--- src/rtl/serial_stim_pkg.sv ---
// Shared types and sizing helpers for the serial stimulus driver.
package serial_stim_pkg;

    typedef enum logic [1:0] {
        IDLE  = 2'd0,
        SHIFT = 2'd1,
        DRAIN = 2'd2,
        GAP   = 2'd3
    } state_t;

    // Largest frame and idle gap the internal counters are sized for.
    localparam int unsigned MAX_WIDTH = 32;
    localparam int unsigned MAX_GAP   = 65535;

    // Bits needed to hold the values 0..n.
    function automatic int unsigned cnt_w(input int unsigned n);
        return $clog2(n + 1);
    endfunction

    // Bit counter spans 0..MAX_WIDTH-1, gap counter spans 0..MAX_GAP-1.
    localparam int unsigned BIT_CNT_W = cnt_w(MAX_WIDTH - 1);
    localparam int unsigned GAP_CNT_W = cnt_w(MAX_GAP - 1);

endpackage

--- src/rtl/serial_stim_driver_sat_counter.sv ---
// Saturating up-counter with synchronous clear; holds at all-ones.
module sat_counter #(
    parameter int unsigned W = 4
) (
    input  logic         clk,
    input  logic         rst_n,
    input  logic         clr,
    input  logic         inc,
    output logic [W-1:0] q
);

    logic [W-1:0] r_q;

    // Clear has priority over increment; increment stops at all-ones.
    always_ff @(posedge clk or negedge rst_n) begin
        if (!rst_n) begin
            r_q <= '0;
        end else if (clr) begin
            r_q <= '0;
        end else if (inc && (r_q != '1)) begin
            r_q <= r_q + 1'b1;
        end
    end

    assign q = r_q;

endmodule

--- src/rtl/serial_stim_driver.sv ---
// Serialises a handshaked parallel word onto x, counts the downstream
// recogniser's F responses over the frame and reports them with a done pulse.
module serial_stim_driver
    import serial_stim_pkg::*;
#(
    parameter  int unsigned WIDTH      = 8,
    parameter  bit          MSB_FIRST  = 1'b1,
    parameter  int unsigned GAP_CYCLES = 2,
    parameter  bit          IDLE_LEVEL = 1'b0,
    localparam int unsigned CW         = cnt_w(WIDTH)
) (
    input  logic             CLK,
    input  logic             RESET,
    input  logic             in_valid,
    output logic             in_ready,
    input  logic [WIDTH-1:0] in_data,
    output logic             x,
    output logic             x_valid,
    input  logic             f_in,
    output logic [CW-1:0]    hit_count,
    output logic             done,
    output logic             busy
);

    localparam logic [BIT_CNT_W-1:0] BIT_LAST = BIT_CNT_W'(WIDTH - 1);
    localparam logic [GAP_CNT_W-1:0] GAP_LAST =
        GAP_CNT_W'((GAP_CYCLES == 0) ? 0 : GAP_CYCLES - 1);

    state_t                 r_state;
    state_t                 w_state_nxt;
    logic [WIDTH-1:0]       r_shift;
    logic [WIDTH-1:0]       w_shifted;
    logic [BIT_CNT_W-1:0]   r_bit_cnt;
    logic [GAP_CNT_W-1:0]   r_gap_cnt;
    logic                   r_x;
    logic                   r_x_valid;
    logic                   r_xv_d;
    logic                   r_done;
    logic                   w_in_ready;
    logic                   w_busy;
    logic                   w_accept;
    logic                   w_last_bit;
    logic                   w_gap_done;
    logic                   w_hit;

    // Bit that goes out next from the current shift-register contents.
    function automatic logic head_bit(input logic [WIDTH-1:0] v);
        return MSB_FIRST ? v[WIDTH-1] : v[0];
    endfunction

    // Drops the bit just sent so the next one sits at the head.
    function automatic logic [WIDTH-1:0] advance(input logic [WIDTH-1:0] v);
        return MSB_FIRST ? (v << 1) : (v >> 1);
    endfunction

    assign w_shifted  = advance(r_shift);
    assign w_last_bit = (r_bit_cnt == BIT_LAST);
    assign w_gap_done = (r_gap_cnt == GAP_LAST);
    assign w_accept   = in_valid & w_in_ready;

    // State register.
    always_ff @(posedge CLK or negedge RESET) begin
        if (!RESET) begin
            r_state <= IDLE;
        end else begin
            r_state <= w_state_nxt;
        end
    end

    // Next-state: IDLE -> SHIFT -> DRAIN -> (GAP) -> IDLE.
    always_comb begin
        w_state_nxt = r_state;
        unique case (r_state)
            IDLE:    if (in_valid) w_state_nxt = SHIFT;
            SHIFT:   if (w_last_bit) w_state_nxt = DRAIN;
            DRAIN:   w_state_nxt = (GAP_CYCLES == 0) ? IDLE : GAP;
            GAP:     if (w_gap_done) w_state_nxt = IDLE;
            default: w_state_nxt = IDLE;
        endcase
    end

    // State-decoded handshake and status outputs.
    always_comb begin
        w_in_ready = (r_state == IDLE);
        w_busy     = (r_state != IDLE);
    end

    // Shift register, bit/gap counters and the registered serial outputs.
    // x is loaded one edge ahead so frame bit k is on the pin in cycle k.
    always_ff @(posedge CLK or negedge RESET) begin
        if (!RESET) begin
            r_shift   <= '0;
            r_bit_cnt <= '0;
            r_gap_cnt <= '0;
            r_x       <= IDLE_LEVEL;
            r_x_valid <= 1'b0;
            r_xv_d    <= 1'b0;
            r_done    <= 1'b0;
        end else begin
            r_xv_d <= r_x_valid;
            r_done <= (r_state == DRAIN);

            if (w_accept) begin
                r_shift   <= in_data;
                r_bit_cnt <= '0;
                r_x       <= head_bit(in_data);
                r_x_valid <= 1'b1;
            end else if (r_state == SHIFT) begin
                r_shift   <= w_shifted;
                r_bit_cnt <= r_bit_cnt + 1'b1;
                if (w_last_bit) begin
                    r_x       <= IDLE_LEVEL;
                    r_x_valid <= 1'b0;
                end else begin
                    r_x       <= head_bit(w_shifted);
                    r_x_valid <= 1'b1;
                end
            end else begin
                r_x       <= IDLE_LEVEL;
                r_x_valid <= 1'b0;
            end

            if (r_state == DRAIN) begin
                r_gap_cnt <= '0;
            end else if (r_state == GAP) begin
                r_gap_cnt <= r_gap_cnt + 1'b1;
            end
        end
    end

    // F lags its x bit by one cycle, so the sample window is x_valid delayed.
    assign w_hit = r_xv_d & f_in;

    sat_counter #(
        .W (CW)
    ) u_hit_cnt (
        .clk   (CLK),
        .rst_n (RESET),
        .clr   (w_accept),
        .inc   (w_hit),
        .q     (hit_count)
    );

    assign in_ready = w_in_ready;
    assign busy     = w_busy;
    assign x        = r_x;
    assign x_valid  = r_x_valid;
    assign done     = r_done;

endmodule
--- config.mk ---
export PLATFORM = sky130hd
export DESIGN_NAME = serial_stim_driver
export DESIGN_NICKNAME = d
export VERILOG_FILES = /design/src/rtl/serial_stim_pkg.sv /design/src/rtl/serial_stim_driver_sat_counter.sv /design/src/rtl/serial_stim_driver.sv
export SDC_FILE = /design/constraint.sdc
export NUM_CORES = 1
export LEC_CHECK = 0
export ABC_AREA = 1
export CORE_MARGIN = 4
export CORE_UTILIZATION = 56
export DETAILED_ROUTE_END_ITERATION = 8
export PLACE_DENSITY = 0.86
export SYNTH_ARGS = -nofsm -noshare
export SYNTH_HDL_FRONTEND = slang
export SYNTH_SLANG_ARGS = --single-unit
--- constraint.sdc ---
create_clock -name CLK -period 1.7 [get_ports CLK]
set_input_delay 0.17 -clock CLK [delete_from_list [all_inputs] [get_ports CLK]]
set_output_delay 0.17 -clock CLK [all_outputs]
set_load 0.03 [all_outputs]
-- After elaboration in Yosys (flattened, before gate mapping)
Index checks and enable logic that the tools add are counted.
- register bits after elaboration: 38
- bits of input ports: 12
- output and inout bits: 9
- add/subtract/negate cells: 3
- eq/ne operators: 9
- multiplexer cells: 18
- bitwise operators: 2
- reductions and logical operators: 7
- operators with widths (operator ; number):
    2-to-1 mux 16 bit ; 2
    adder 16 x 1 -> 16 bit, second input constant ; 1
    == test 16 x 1 -> 1 bit, second input constant ; 1
    2-to-1 mux 7 bit ; 2
    2-to-1 mux 5 bit ; 2
    2-to-1 mux 4 bit ; 2
    case mux 2 bit (4 select lines) ; 1
    nonzero test 2 bit ; 4
    2-to-1 mux 1 bit ; 6
    2-to-1 mux 2 bit ; 3
    inequality test 2 bit, second input constant ; 3
    adder 5 x 1 -> 5 bit, second input constant ; 1
    == test 5 x 3 -> 1 bit, second input constant ; 1
    adder 4 x 1 -> 4 bit, second input constant ; 1
    == test 2 bit, second input constant ; 2
    inequality test 4 bit, second input constant ; 1
    AND reduction 3 bit ; 1
    bitwise AND 1 bit ; 2
    == test 2 x 1 -> 1 bit, second input constant ; 1
    logical NOT 2 bit ; 1
    logical AND 1 bit ; 1

-- Longest topological paths before layout
Gate-level depths: netlist of run 1.
- depth after elaboration: 4
- gate-level depth with buffers: 9
- depth with buffers taken out: 9

-- Hierarchy
From an unflattened synthesis of run 1, not the netlist that was laid out.
- cells, all modules: 262
- area total of the unflattened synthesis: 2055.7 sq um
- modules (own cells, without submodules) (module ; instances ; cells each ; area each (sq um)):
    serial_stim_driver ; 1 ; 233 ; 1833.0
    sat_counter ; 1 ; 29 ; 222.7

-- Worst setup path after synthesis of run 1
Ideal clock, no wire load.
- path kind: register to register
- from: reg r_state[0]
- to: reg r_shift[5]
- library setup time: 0.087 ns
- arrival: 1.505 ns
- slack: 0.108 ns
- stages on the path, launching flop included: 8
- path through: dfrtp_1 > inv_1 > ha_1 > nand2_1 > inv_1 > buf_2 > nand2_1 > o211ai_1
- cells in the longest elaborated chain, start to end: 3
- RTL lines (what ; line ; source):
    from (decl) ; serial_stim_driver.sv:29 ; state_t r_state;
    from (signal assigned) ; serial_stim_driver.sv:66 ; r_state <= w_state_nxt;
    logical NOT 2 bit * ; serial_stim_driver.sv:84 ; w_in_ready = (r_state == IDLE);
    via in_ready ; serial_stim_driver.sv:15 ; output logic in_ready,
    bitwise AND 1 bit * ; serial_stim_driver.sv:59 ; assign w_accept = in_valid & w_in_ready;
    2-to-1 mux 7 bit / nonzero test 2 bit (equally long branches) ; -- ;
    to (signal assigned) ; serial_stim_driver.sv:104 ; r_shift <= in_data;
    to (signal assigned) ; serial_stim_driver.sv:109 ; r_shift <= w_shifted;
    to (decl) ; serial_stim_driver.sv:31 ; logic [WIDTH-1:0] r_shift;
The timed path passes the listed nets; every way through them passes the cells marked *.
A chain may end at the register's enable or synchronous reset.

-- Worst setup path in the final report of run 1
- from: reg u_hit_cnt.r_q[1], in the netlist u_hit_cnt.q[1]
- to: out hit_count[1]
- RTL lines (what ; line ; source):
    from (decl) ; serial_stim_driver_sat_counter.sv:12 ; logic [W-1:0] r_q;
    from (signal assigned) ; serial_stim_driver_sat_counter.sv:21 ; r_q <= r_q + 1'b1;
    to (decl) ; serial_stim_driver.sv:20 ; output logic [CW-1:0] hit_count,
No word-level cell between the ends.

==> metrics, run 1 <==
Max stage delay cell, worst path clkdlybuf4s50_1; Die X 67.96 µm; WS Path Type reg -> out; nets 300; Peak VDD IR 1.182 mV; Die Area 0.004619 mm²; Root Driver clkbuf_4; vias 1,693; worst-skew pair later-pin latency 0.35 ns; Max Slew Vio Count 0; Max Root-Sink Buffers 2; sequential share of the synthesized area 47.23%; Setup Skew 0.01177 ns; FF/Latch Area 950.9 µm²; Yosys reg bits 38; CP Cell Sequence clkdlybuf4s50_1; CP peak stage delay 0.68 ns; core area 0.003416 mm²; Top-Level Pins 21; Post-CTS Setup Inserts 0; post-synth net total 272; library cells used by synthesis 25; # port buffers 20; largest net degree at the start of global routing 39; DRT Pass-1 Iters 4; WL/cell 12.25 µm; CP required 1.53 ns; Cell Pwr Density 1510 mW/mm²; outcome finished, final reports clean; Synth Cell Area 0.002013 mm²; Synth Flop Type dfrtp_1; Worst setup SP type register; register clock-pin slew on the reported worst setup and hold paths 0.12 ns; grt total ovfl 0; GRT Total Usage 20.59%; initial antenna violation count 0; # Max-Cap Violations 0; pre-CTS setup slack 0.09101 ns; leakage 1.161 nW; first-pass GRT wire length 6975 µm; area grow syn2layout 19.14%; vias per cell 5.193; top-area cell type share of the netlist area 47.23%; Worst Path Max Fanout 4; total power 0.003621 W; final instance area 0.002399 mm²; RD Place Congestion 0.7940; number of remaining DRC errors 0; TritonCTS clock tree done; Worst-Margin Slew 0.4707 ns; RSZ-0062 raised after global routing yes; min setup slack post-route 0.08895 ns; Hold Path Class in -> reg; Detail Route Antenna Nets 0; # H-tree levels 2; Die H 67.96 µm; Initial Util 58.94%; cell taking the most area after synthesis dfrtp_1; cells after synthesis 251; Post-synth EDFFs 0; placed cell area 0.002276 mm²; DP Wirelength 2837 µm; WL final 3993 µm; Post-synth ARST share 100.0%; Filler cells 276; antenna cells 0; Tmin final 1.611 ns; top cells by area, synth dfrtp_1 (47%), nand2_1 (11%), nor2_1 (6.5%), ha_1 (5.6%), inv_1 (5.0%); CP endpoint kind output pin; Site Rows 21; family with the most delay on the worst path buffers and inverters; CTS buffer count 5; multi-input logic area 939.7 µm²; final hold vios 0; Arr. time, crit path 1.44 ns; Iter 0 DRT Violations 98; # setup viols final 0; CTS sink cnt 38; synth warn 0; Syn Area/Cell 8.021 µm²; critical path buffer and inverter count 1; final hold slack 0.3473 ns; f_max 0.6207 GHz; share of cells above drive strength 1 11.43%; number of global-route vias before repair 1,570; relative slew slack 68.58%; period utilisation layout 94.77%
## metrics by stage
stage | setup TNS, ns | util [%] | std cells
2_1_floorplan | 0 | - | 251
3_3_place_gp | 0 | 66.63 | 317
6_report | 0 | 70.22 | 326
4_1_cts | 0 | 70.18 | 326
5_1_grt | -0.03023 | 70.22 | 326
3_5_place_dp | 0 | 66.63 | 317
## state kept, by name, indices dropped and copies added, names as in the netlist
register	cells
r_xv_d	1
done	1
x	1
r_shift	7
x_valid	1
r_bit_cnt	5
r_state	2
r_gap_cnt	16
u_hit_cnt.q	4
## final timing paths
| path | from | to | slack [ns] | cells past startpoint |
|---|---|---|---|---|
| setup / recovery | u_hit_cnt.q[1] | hit_count[1] | 0.09 | 1 |
| hold / removal | in_data[0] | r_shift[0] | 0.35 | 3 |
| setup reg to reg | r_state[0] | r_gap_cnt[14] | 0.14 | 9 |
| hold reg to reg | x_valid | r_xv_d | 0.39 | 0 |
| max in group asynchronous | RESET | r_gap_cnt[0] | 0.98 | 3 |
| min in group asynchronous | RESET | r_gap_cnt[7] | 0.38 | 3 |
## cells in the final DEF, fill, tap and decap left out, types with 2 or more instances in the layout
master           Yosys  final
a21oi_1             16     16
buf_2                4      2
buf_4                0      4
bufinv_16            0      2
clkbuf_4             0      5
clkdlybuf4s50_1      0     15
dfrtp_1             38     38
dlymetal6s2s_1       0      2
ha_1                 9      8
inv_1               27     27
nand2_1             57     57
nand2_2              4      4
nand3_1             19     19
nor2_1              35     35
nor2_2               4      4
nor2_4               3      3
nor3_1               7      7
nor3b_1              3      3
o211ai_1             3      3
o21ai_0             11     11
## routing by layer
layer	global-route usage, %	vias to the layer above	part of all wire (%)
met5	0	-	0
met4	8.685	0	1.6
met3	5.419	6	3.2
met2	32.25	16	49
met1	26.93	799	46
li1	-	872	-
## cell families after synthesis
logic type | Yosys count | share of synthesized area [%]
AND/OR/NAND/NOR | 136 | 30.64
AO/OA/AOI/OAI | 35 | 9.882
flip-flops | 38 | 47.23
XOR/XNOR | 1 | 0.4351
adder cells (fa/ha/maj) | 9 | 5.594
buffers and inverters | 32 | 6.215
## Yosys cell counts, types with 2 or more instances
| cell | number |
|---|---|
| o311ai_0 | 2 |
| nor3_1 | 7 |
| o21ai_0 | 11 |
| nand2_2 | 4 |
| inv_1 | 27 |
| a21oi_1 | 16 |
| dfrtp_1 | 38 |
| nor3b_1 | 3 |
| nor2_4 | 3 |
| buf_2 | 4 |
| nand2_1 | 57 |
| nor2_2 | 4 |
| nand3_1 | 19 |
| nor2_1 | 35 |
| ha_1 | 9 |
| o211ai_1 | 3 |
## report_power, final
| part | internal [W] | switching, W | total (W) |
|---|---|---|---|
| logic | 0.000550 | 0.000931 | 0.00148 |
| registers | 0.00115 | 0.000186 | 0.00134 |
| clock network | 0.000498 | 0.000305 | 0.000803 |
## area by class of cell
class,instances,share of cell area [%]
Clock buffer,6,2.139
Tap cell,46,2.400
Sequential cell,38,39.65
Timing Repair Buffer,25,9.598
Multi-Input combinational cell,181,39.18
Clock inverter,2,2.504
Inverter,28,4.538
## timing repair
item / 4_1_cts / 5_1_grt
gates cloned: 0 / 0
hold buffers: 1 / 0
setup endpoints to repair: 2 / 16
endpoints found under the hold margin: 38 / 0
gates resized for setup: 4 / 9
## worst min-delay path, cell delays in order
cell and delay [ns]:
clkdlybuf4s50_1 0.39, nand2_1 0.06, nand2_1 0.04
No activity file was read; power rests on OpenSTA's default activity.
==> inputs of run 2 (changes only) <==
--- a/config.mk
+++ b/config.mk
@@ -6,6 +6,7 @@
 export NUM_CORES = 1
 export LEC_CHECK = 0
 export ABC_AREA = 1
+export CORE_ASPECT_RATIO = 1.4
 export CORE_MARGIN = 4
 export CORE_UTILIZATION = 56
 export DETAILED_ROUTE_END_ITERATION = 8
==> metrics, run 2 (synthesis results as in run 1) <==
setup tns final 0 ns (unchanged); relative slew slack 68.45% (-0.13 points); DRT Pass-1 Iters 4 (unchanged); commonest cells after routing, fill and taps aside nand2_1 (57), dfrtp_1 (38), nor2_1 (35); WS Path Type reg -> out; Worst-Margin Slew 0.4732 ns (+0.002484 ns); commonest non-fill, non-tap cell in the layout nand2_1; largest net degree at the start of global routing 39 (unchanged); CP required 1.53 ns (about the same); placed cell area 0.002276 mm² (unchanged); r2r setup slk 0.18 ns (+0.04 ns); outcome finished, final reports clean; CTS sink cnt 38 (unchanged); Max Root-Sink Buffers 2 (unchanged); CTS buffer count 5 (unchanged); grt total ovfl 0 (unchanged); number of remaining DRC errors 0 (unchanged); Filler cells 278 (+0.72%); initial antenna violation count 0 (unchanged); Die H 78.94 µm (+16%); most used cell, CP inv_1; vias 1,702 (+0.53%); metal2 WL 2109 µm (+7.3%); pre-CTS setup slack 0.1026 ns (+0.01159 ns); Post-CTS Setup Inserts 0 (unchanged); Max Slew Vio Count 0 (unchanged); RD Place Congestion 0.8309 (+4.6%); share of cells above drive strength 1 9.286% (-2.1 points); Site Rows 25 (+19%); Die Area 0.004632 mm² (+0.29%); family with the most delay on the worst path buffers and inverters; final hold vios 0 (unchanged); met1 WL 1654 µm (-9.8%); register clock-pin slew on the reported worst setup and hold paths 0.07 ns (-0.05 ns); worst-skew pair later-pin latency 0.28 ns (-0.07 ns); antenna cells 0 (unchanged); WL final 3939 µm (-1.4%); first-pass GRT wire length 6962 µm (-0.19%); critical path buffer and inverter count 3 (+2); Die X 58.68 µm (-14%); Detail Route Antenna Nets 0 (unchanged); number of global-route vias before repair 1,690 (+7.6%); GRT Total Usage 19.61% (-0.98 points); FF/Latch Area 950.9 µm² (unchanged); multi-input logic area 937.1 µm² (-0.27%); # Max-Cap Violations 0 (unchanged); Max stage delay cell, worst path dfrtp_1; Peak VDD IR 1.165 mV (-1.4%); most flop-heavy register r_gap_cnt; Top-Level Pins 21 (unchanged); Cell Pwr Density 1433 mW/mm² (-5.1%); core area 0.003410 mm² (-0.18%); final design utilization 69.25% (-0.97 points); # setup viols final 0 (unchanged); DP Wirelength 2917 µm (+2.8%); Worst Path Max Fanout 4 (unchanged); Worst setup SP type register; f_max 0.6248 GHz (+0.65%); Iter 0 DRT Violations 36 (-63%); WL/cell 12.31 µm (+0.50%); TritonCTS clock tree done; area grow syn2layout 17.28%; biggest regs r_gap_cnt: 16 flops, r_shift: 7 flops, r_bit_cnt: 5 flops; Initial Util 59.05% (+0.11 points); # H-tree levels 2 (unchanged); # port buffers 20 (unchanged); leakage 1.120 nW (-3.6%); min setup slack post-route 0.09937 ns (+0.01042 ns); final instance area 0.002361 mm² (-1.6%); RSZ-0062 raised after global routing no; Hold Path Class reg -> reg; CP Cell Sequence inv_1 > ha_1 > inv_1 > clkdlybuf4s15_1; highest routed layer met4; nets 301 (+0.33%); Arr. time, crit path 1.43 ns (about the same); Root Driver clkbuf_8; max FFs per register 16 (unchanged); vias per cell 5.319 (+2.4%); period utilisation layout 94.15% (-0.61 points); Tmin final 1.601 ns (-0.01042 ns); CP peak stage delay 0.39 ns (-0.29 ns); Setup Skew 0.005702 ns (-0.006063 ns); CP endpoint kind output pin; DR WL met3 103 µm (-20%)
run 2: cell count changes in the layout (fill, tap and decap cells not counted), moves of 2 or more:
cell and change:
clkbuf_4 -5, clkdlybuf4s50_1 +2, clkbuf_8 +4, bufinv_16 -2
clkbuf_1 +2, dlymetal6s2s_1 -2
run 2: final timing paths:
kind,from,end,depth (start not counted)
worst min-delay path,x_valid,r_xv_d,0
max in group asynchronous,RESET,r_state[1],3
worst min register to register,x_valid,r_xv_d,0
worst max-delay path,r_state[1],busy,4
min in group asynchronous,RESET,r_gap_cnt[9],3
worst max register to register,r_state[0],r_gap_cnt[15],8
run 2: layout make-up:
| class | count | share of cell area, % |
|---|---|---|
| Sequential cell | 38 | 40.28 |
| Clock buffer | 7 | 3.233 |
| Timing Repair Buffer | 26 | 10.23 |
| Inverter | 28 | 4.452 |
| Tap cell | 40 | 2.120 |
| Multi-Input combinational cell | 181 | 39.69 |
run 2: where the power goes:
part	leakage, nW	internal (W)	total [W]	switching [W]
sequential	0.503	0.00115	0.00134	0.000185
combinational	0.578	0.000563	0.00147	0.000909
clock	0.0383	0.000282	0.000573	0.000291
run 2: per-layer routing:
metal | vias up | GRT usage [%]
li1 | 867 | -
met1 | 801 | 21.68
met2 | 29 | 34.79
met3 | 5 | 4.390
met4 | 0 | 9.070
met5 | - | 0
run 2: stage by stage:
stage | std cells | hold WS (ns) | power (W)
after floorplan | 251 | -0.1256 | 0.002361
after global placement | 312 | 0.2428 | 0.002795
after detailed placement | 312 | 0.2450 | 0.002848
after CTS | 320 | 0.3908 | 0.003424
after global routing | 320 | 0.4069 | 0.003673
final | 320 | 0.3813 | 0.003383
run 2: repair_timing:
item,CTS,global route
hold buffers,1,0
resized for setup,2,1
endpoints found under the hold margin,38,0
setup endpoints to repair,2,1
pin swaps,0,0
==> inputs of run 3 (changes only) <==
--- a/config.mk
+++ b/config.mk
@@ -9,6 +9,7 @@
 export CORE_ASPECT_RATIO = 1.4
 export CORE_MARGIN = 4
 export CORE_UTILIZATION = 56
+export CTS_CLUSTER_SIZE = 25
 export DETAILED_ROUTE_END_ITERATION = 8
 export PLACE_DENSITY = 0.86
 export SYNTH_ARGS = -nofsm -noshare
==> results of run 3 <==
The final DEF is identical to that of run 2; final timing and power are the same.
